**config.mk**
```make
export PLATFORM = sky130hd
export DESIGN_NAME = sync_fifo_lvl
export DESIGN_NICKNAME = d
export VERILOG_FILES = /design/src/rtl/sync_fifo_lvl.sv
export SDC_FILE = /design/constraint.sdc
export NUM_CORES = 1
export LEC_CHECK = 0
export ABC_AREA = 0
export ABC_CLOCK_PERIOD_IN_PS = 7100
export CAP_MARGIN = 20
export CORE_MARGIN = 4
export CORE_UTILIZATION = 45
export CTS_BUF_LIST = sky130_fd_sc_hd__clkbuf_16
export DETAILED_ROUTE_END_ITERATION = 10
export PLACE_DENSITY_LB_ADDON = 0.25
export SYNTH_ARGS = -nofsm -noshare
export SYNTH_HDL_FRONTEND = slang
export SYNTH_SLANG_ARGS = --single-unit
```
**constraint.sdc**
```tcl
create_clock -name clk_i -period 7.1 [get_ports clk_i]
set_input_delay 1.42 -clock clk_i [delete_from_list [all_inputs] [get_ports clk_i]]
set_output_delay 1.42 -clock clk_i [all_outputs]
set_load 0.01 [all_outputs]
```
**src/rtl/sync_fifo_lvl.sv**
```systemverilog
// Single-clock FIFO with exact fill level, programmable almost-full/almost-empty
// thresholds, sticky overflow/underflow flags and optional first-word-fall-through reads.
module sync_fifo_lvl #(
    parameter int DSIZE    = 8,
    parameter int ASIZE    = 4,
    parameter int AF_LEVEL = (1 << ASIZE) - 2,
    parameter int AE_LEVEL = 2,
    parameter int FWFT     = 0
) (
    input  logic             clk_i,
    input  logic             rst_n_i,
    input  logic [DSIZE-1:0] wdata_i,
    input  logic             winc_i,
    input  logic             rinc_i,
    input  logic             clr_err_i,
    output logic [DSIZE-1:0] rdata_o,
    output logic             rvalid_o,
    output logic             wfull_o,
    output logic             rempty_o,
    output logic             walmost_full_o,
    output logic             ralmost_empty_o,
    output logic [ASIZE:0]   level_o,
    output logic             overflow_o,
    output logic             underflow_o
);

    localparam int             DEPTH   = 1 << ASIZE;
    localparam logic [ASIZE:0] DEPTH_L = (ASIZE+1)'(DEPTH);
    localparam logic [ASIZE:0] AF_L    = (ASIZE+1)'(AF_LEVEL);
    localparam logic [ASIZE:0] AE_L    = (ASIZE+1)'(AE_LEVEL);

    logic [DSIZE-1:0] mem_q [DEPTH];
    logic [ASIZE-1:0] waddr_q, waddr_d;
    logic [ASIZE-1:0] raddr_q, raddr_d;
    logic [ASIZE:0]   level_q, level_d;
    logic             overflow_q, overflow_d;
    logic             underflow_q, underflow_d;
    logic             wa, ra;

    // Status flags decode the registered level only, so they never glitch.
    assign wfull_o         = (level_q == DEPTH_L);
    assign rempty_o        = (level_q == '0);
    assign walmost_full_o  = (level_q >= AF_L);
    assign ralmost_empty_o = (level_q <= AE_L);
    assign level_o         = level_q;
    assign overflow_o      = overflow_q;
    assign underflow_o     = underflow_q;

    // Accepts use the pre-edge flags: a simultaneous pop never frees a slot for a
    // write into a full FIFO, and a simultaneous push never feeds a read from empty.
    assign wa = winc_i & ~wfull_o;
    assign ra = rinc_i & ~rempty_o;

    always_comb begin
        waddr_d     = waddr_q;
        raddr_d     = raddr_q;
        level_d     = level_q;
        overflow_d  = overflow_q & ~clr_err_i;
        underflow_d = underflow_q & ~clr_err_i;
        if (wa) waddr_d = waddr_q + 1'b1;
        if (ra) raddr_d = raddr_q + 1'b1;
        unique case ({wa, ra})
            2'b10:   level_d = level_q + 1'b1;
            2'b01:   level_d = level_q - 1'b1;
            default: level_d = level_q;
        endcase
        // A new error event wins over a coincident clear.
        if (winc_i & wfull_o)  overflow_d  = 1'b1;
        if (rinc_i & rempty_o) underflow_d = 1'b1;
    end

    always_ff @(posedge clk_i or negedge rst_n_i) begin
        if (!rst_n_i) begin
            waddr_q     <= '0;
            raddr_q     <= '0;
            level_q     <= '0;
            overflow_q  <= 1'b0;
            underflow_q <= 1'b0;
        end else begin
            waddr_q     <= waddr_d;
            raddr_q     <= raddr_d;
            level_q     <= level_d;
            overflow_q  <= overflow_d;
            underflow_q <= underflow_d;
        end
    end

    always_ff @(posedge clk_i) begin
        if (wa) mem_q[waddr_q] <= wdata_i;
    end

    generate
        if (FWFT != 0) begin : g_fwft
            assign rdata_o  = mem_q[raddr_q];
            assign rvalid_o = ~rempty_o;
        end else begin : g_reg
            logic [DSIZE-1:0] rdata_q;
            logic             rvalid_q;

            always_ff @(posedge clk_i or negedge rst_n_i) begin
                if (!rst_n_i) begin
                    rdata_q  <= '0;
                    rvalid_q <= 1'b0;
                end else begin
                    rvalid_q <= ra;
                    if (ra) rdata_q <= mem_q[raddr_q];
                end
            end

            assign rdata_o  = rdata_q;
            assign rvalid_o = rvalid_q;
        end
    endgenerate

endmodule

```
**Word-level counts from Yosys, hierarchy flattened**

Memories as Yosys holds them, arrays and structs flattened. A register that Yosys moved wholly into a read port is not among the register bits.
Index checks and enable logic that the tools add are counted.

- Register bits after elaboration: 16
- RAM bits: 128
- Input bits: 13
- Output and inout port bits: 20
- Word-level logic and storage cells: 33
- Memories: 1

Memories:

| memory | words | width | rd ports | clocked after memory_dff | write ports | line | text |
|---|---|---|---|---|---|---|---|
| mem_q | 16 | 8 | 1 | 1 | 1 | 32 | `logic [DSIZE-1:0] mem_q [DEPTH];` |

- $add $sub $neg: 4
- Order comparisons: 2
- Equal/unequal tests: 3
- Muxes and demuxes: 5
- Bitwise gates (word level): 9
- Reductions and logical operators: 3

Operator list:

| kind | number |
|---|---|
| $pmux 5 s2 | 1 |
| $add 4x1->4 const B | 2 |
| $and 1x1->1 | 6 |
| $add 5x1->5 const B | 1 |
| $eq 5x5->1 const B | 1 |
| $ge 5x4->1 const B | 1 |
| $le 5x2->1 const B | 1 |
| $logic_not 5->1 | 1 |
| $sub 5x1->5 const B | 1 |
| $mux 1 | 4 |
| $not 1->1 | 3 |
| $eq 2x1->1 const B | 1 |
| $eq 2x2->1 const B | 1 |
| $reduce_bool 2->1 | 1 |
| $logic_not 1->1 | 1 |

**Depth between registers and ports, before layout**

- Depth after elaboration: 5
- Mapped depth: 12

**Least setup slack after synthesis**

No wires, ideal clock.

- Path type: input -> register
- Start: input winc_i
- End: register level_q[4] (netlist: level_o[4])
- Data arrival time: 3.270 ns
- Path slack: 3.690 ns
- Stages: 10
- Path buffers: 1
- Path through: a21boi_2 inv_1 ha_1 clkbuf_1 xor2_1 ha_1 o21ai_0 o22ai_1 a2111oi_0 a211oi_1

- Cells in the longest elaborated chain, start to end: 3

RTL lines:

| element | line | text |
|---|---|---|
| start: declaration | 13 | `input logic winc_i,` |
| $and 1x1->1 (*) | 51 | `assign wa = winc_i & ~wfull_o;` |
| $eq 2x1->1 or $eq 2x2->1 (tied branches) | 62 | `unique case ({wa, ra})` |
| $pmux 5 s2 or $reduce_bool 2->1 (tied branches) | n/a |  |
| end signal: assignment | 82 | `level_q <= level_d;` |
| end: declaration | 35 | `logic [ASIZE:0] level_q, level_d;` |

Mark *: on every way between the ends. The rest lies on a longest branch, timed or not.
A chain may end at the register's enable or synchronous reset.

**Final worst setup path**

Same ends and word-level chain as after synthesis.

==> impl_metrics.tcl <==
set metrics [dict create \
    wl_per_cell_um 21.1 \
    synth.distinct_cells 41 \
    status "finished clean" \
    synthesis.nets 351 \
    ys_seq_area_frac 0.715 \
    period_minus_slack_ns 3.75 \
    wl_met2_um 6110 \
    clock-root-buffer "clkbuf_16" \
    netlist_area_sq_mm 0.00621 \
    hold_buffers 0 \
    routed.top_layer "met4" \
    antenna_cells 0 \
    ys.flop_type "edfxtp_1" \
    finalCritPeriodShare 0.527 \
    synth_cells 329 \
    critPathTopFamily "compound AO/OA/AOI/OAI gates" \
    synthToLayoutAreaGrowth_pct 17.7 \
    clkSinkCount 152 \
    worst_setup_path_start_kind "input port" \
    first_pass_iters 5 \
    dpl.hpwl_um 7300 \
    initial_core_util 0.464 \
    synth_edf_count 128 \
    cp_slowest_stage_delay_ns 0.48 \
    num_rows 42 \
    cts_setup_buffers 0 \
    grt_use_total 0.158 \
    rsz0062_at_grt "false" \
    core-area_sq_mm 0.0134 \
    p_leak_nw 2.51 \
    synth.most_common_cell "edfxtp_1" \
    grt_start_max_net_pins 35 \
    critPathKind "input port to flip-flop" \
    path_cells "clkdlybuf4s50_1, a21boi_2, inv_1, ha_1, xor2_1, ha_1, o21ai_0, o22ai_1, a2111oi_0, a211oi_1" \
    hold_viol 0 \
    crit_buf_inv 2 \
    worst_pin_slew_ns 0.956 \
    drv_cap 0 \
    cpMostUsedCell "ha_1" \
    final_max_slew_viol_count 0 \
    worstPathRequired_ns 7.37 \
    m1WireLength_um 4840 \
    synth_area_leaders "edfxtp_1 62%, mux4_2 12%, dfrtp_1 9.7%" \
    grt_pass1_wl_um 18400 \
    die_h_um 126 \
    fillCellCount 1048 \
    vias 3071 \
    postSynth.asyncResetShare 0.158 \
    dr_wl_met3_um 664 \
    slew_headroom 0.359 \
    cts_buffer_depth 2 \
    io_pins 33 \
    powerDensity_mw_per_mm2 403 \
    cts_resized 0 \
    yosysWarnings 0 \
    netlist_top_cells_count "128 x edfxtp_1, 32 x mux4_2, 24 x dfrtp_1" \
    place_area_sq_mm 0.00671 \
    grt_pass1_vias 3261 \
    io_buffers 32 \
    tns_ns 0 \
    avgSynthCellArea_sq_um 18.9 \
    finish.instance_area_sq_mm 0.00731 \
    ys_ff_latch 152 \
    cts_max_level 4 \
    gr-total-overflow 0 \
    crit_slowest_cell "clkdlybuf4s50_1" \
    vias_per_cell 5.51 \
    cp_max_fo 9 \
    setup_viol_count_final 0 \
    die_x_um 126 \
    layout.nets 390 \
    clock_latency_ns 0.42 \
    netlist.area_leader.share 0.619 \
    crit_path_end_kind "flip-flop" \
    post-route-drc-count 0 \
    dieArea_sq_mm 0.0158 \
    routabilityCongestion 0.742 \
    hold_path_class "flip-flop to flip-flop" \
    fmax_mhz 267 \
    critPathArrivalTime_ns 4.02 \
    clk_pin_slew_ns 0.06 \
    peakVddDrop_uv 175 \
    yosysTopAreaCell "edfxtp_1" \
    first_iter_violations 209 \
    antenna_left 0 \
    antenna_found_initial 0 \
    drive_gt1_frac 0.226 \
    fin_skew_ns 0.00810 \
    cts_tree "built" \
    wl_um 11800 \
    numCtsBuffers 17 \
]
==> through the flow <==
step	instances	worst slack, ns	power, mW	hold slack [ns]	util
after floorplan	329	3.69	1.81	0.528	-
after global placement	523	3.10	2.06	0.483	0.500
after detailed placement	524	2.96	2.09	0.483	0.501
after CTS	556	3.38	2.98	0.496	0.545
after global routing	557	3.18	3.10	0.529	0.546
final	557	3.35	2.94	0.491	0.546
==> flip-flops by register name (all words and copies together) (netlist names) <==
| signal | count |
|---|---|
| raddr_q | 4 |
| mem_q | 128 |
| rvalid_o | 1 |
| overflow_o | 1 |
| waddr_q | 4 |
| level_o | 5 |
| underflow_o | 1 |
| rdata_o | 8 |
==> worst reg2reg max path, stage by stage, from the launching register on <==
cell and delay, ns:
dfrtp_1 0.51, or4_4 0.61, o21ai_4 0.34, inv_4 0.13, ha_1 0.32, xor2_1 0.19
ha_1 0.22, o21ai_0 0.20, o22ai_1 0.12, a2111oi_0 0.48, a211oi_1 0.11
==> cells in the final DEF (no fill, tap or decap), types with 6 or more instances in the layout <==
cell	count
inv_1	8
ha_1	9
clkdlybuf4s50_1	32
o221ai_2	8
dfrtp_1	23
nor2_1	16
clkbuf_16	17
nand2_1	21
xnor2_1	6
mux4_2	32
mux2i_1	16
edfxtp_1	128
==> routing by layer <==
| metal | track usage | vias up |
|---|---|---|
| li1 | - | 1395 |
| met1 | 0.203 | 1586 |
| met2 | 0.264 | 78 |
| met3 | 0.0448 | 12 |
| met4 | 0.0497 | 0 |
| met5 | 0 | - |
==> final timing paths <==
kind                            start         end  slack (ns)  depth (start not counted)
max                            winc_i  level_o[4]        3.35                         10
min                        rdata_o[1]  rdata_o[1]        0.49                          2
max reg2reg                level_o[1]  level_o[4]        3.72                         10
min reg2reg                rdata_o[1]  rdata_o[1]        0.49                          2
max in group asynchronous     rst_n_i  raddr_q[2]        5.37                          2
min in group asynchronous     rst_n_i  level_o[0]        1.27                          1
==> final cells by class <==
class,count,area [sq um],area share
tap,176,220,0.0301
sequential,152,4450,0.608
inverter,6,25.0,0.00342
clock buffer,17,425,0.0582
multi-input combinational,152,1650,0.225
timing repair buffer,39,388,0.0530
clock inverter,15,161,0.0221
==> power breakdown <==
group | total (mW) | switching (mW) | internal, mW
clock network | 0.887 | 0.341 | 0.547
registers | 1.22 | 0.113 | 1.11
logic | 0.837 | 0.416 | 0.421
total | 2.94 | 0.869 | 2.08
==> logic make-up (layout without fill, tap and decap cells) <==
group,after synthesis,in the layout,share of synthesized area
AO/OA/AOI/OAI,28,28,0.0451
adder cells (fa/ha/maj),9,9,0.0181
XOR/XNOR,9,9,0.0127
multiplexers,49,49,0.144
flip-flops,152,152,0.715
buffers and inverters,25,77,0.0203
AND/OR/NAND/NOR,57,57,0.0449
Note: power is estimated with default switching activity, not from simulation.
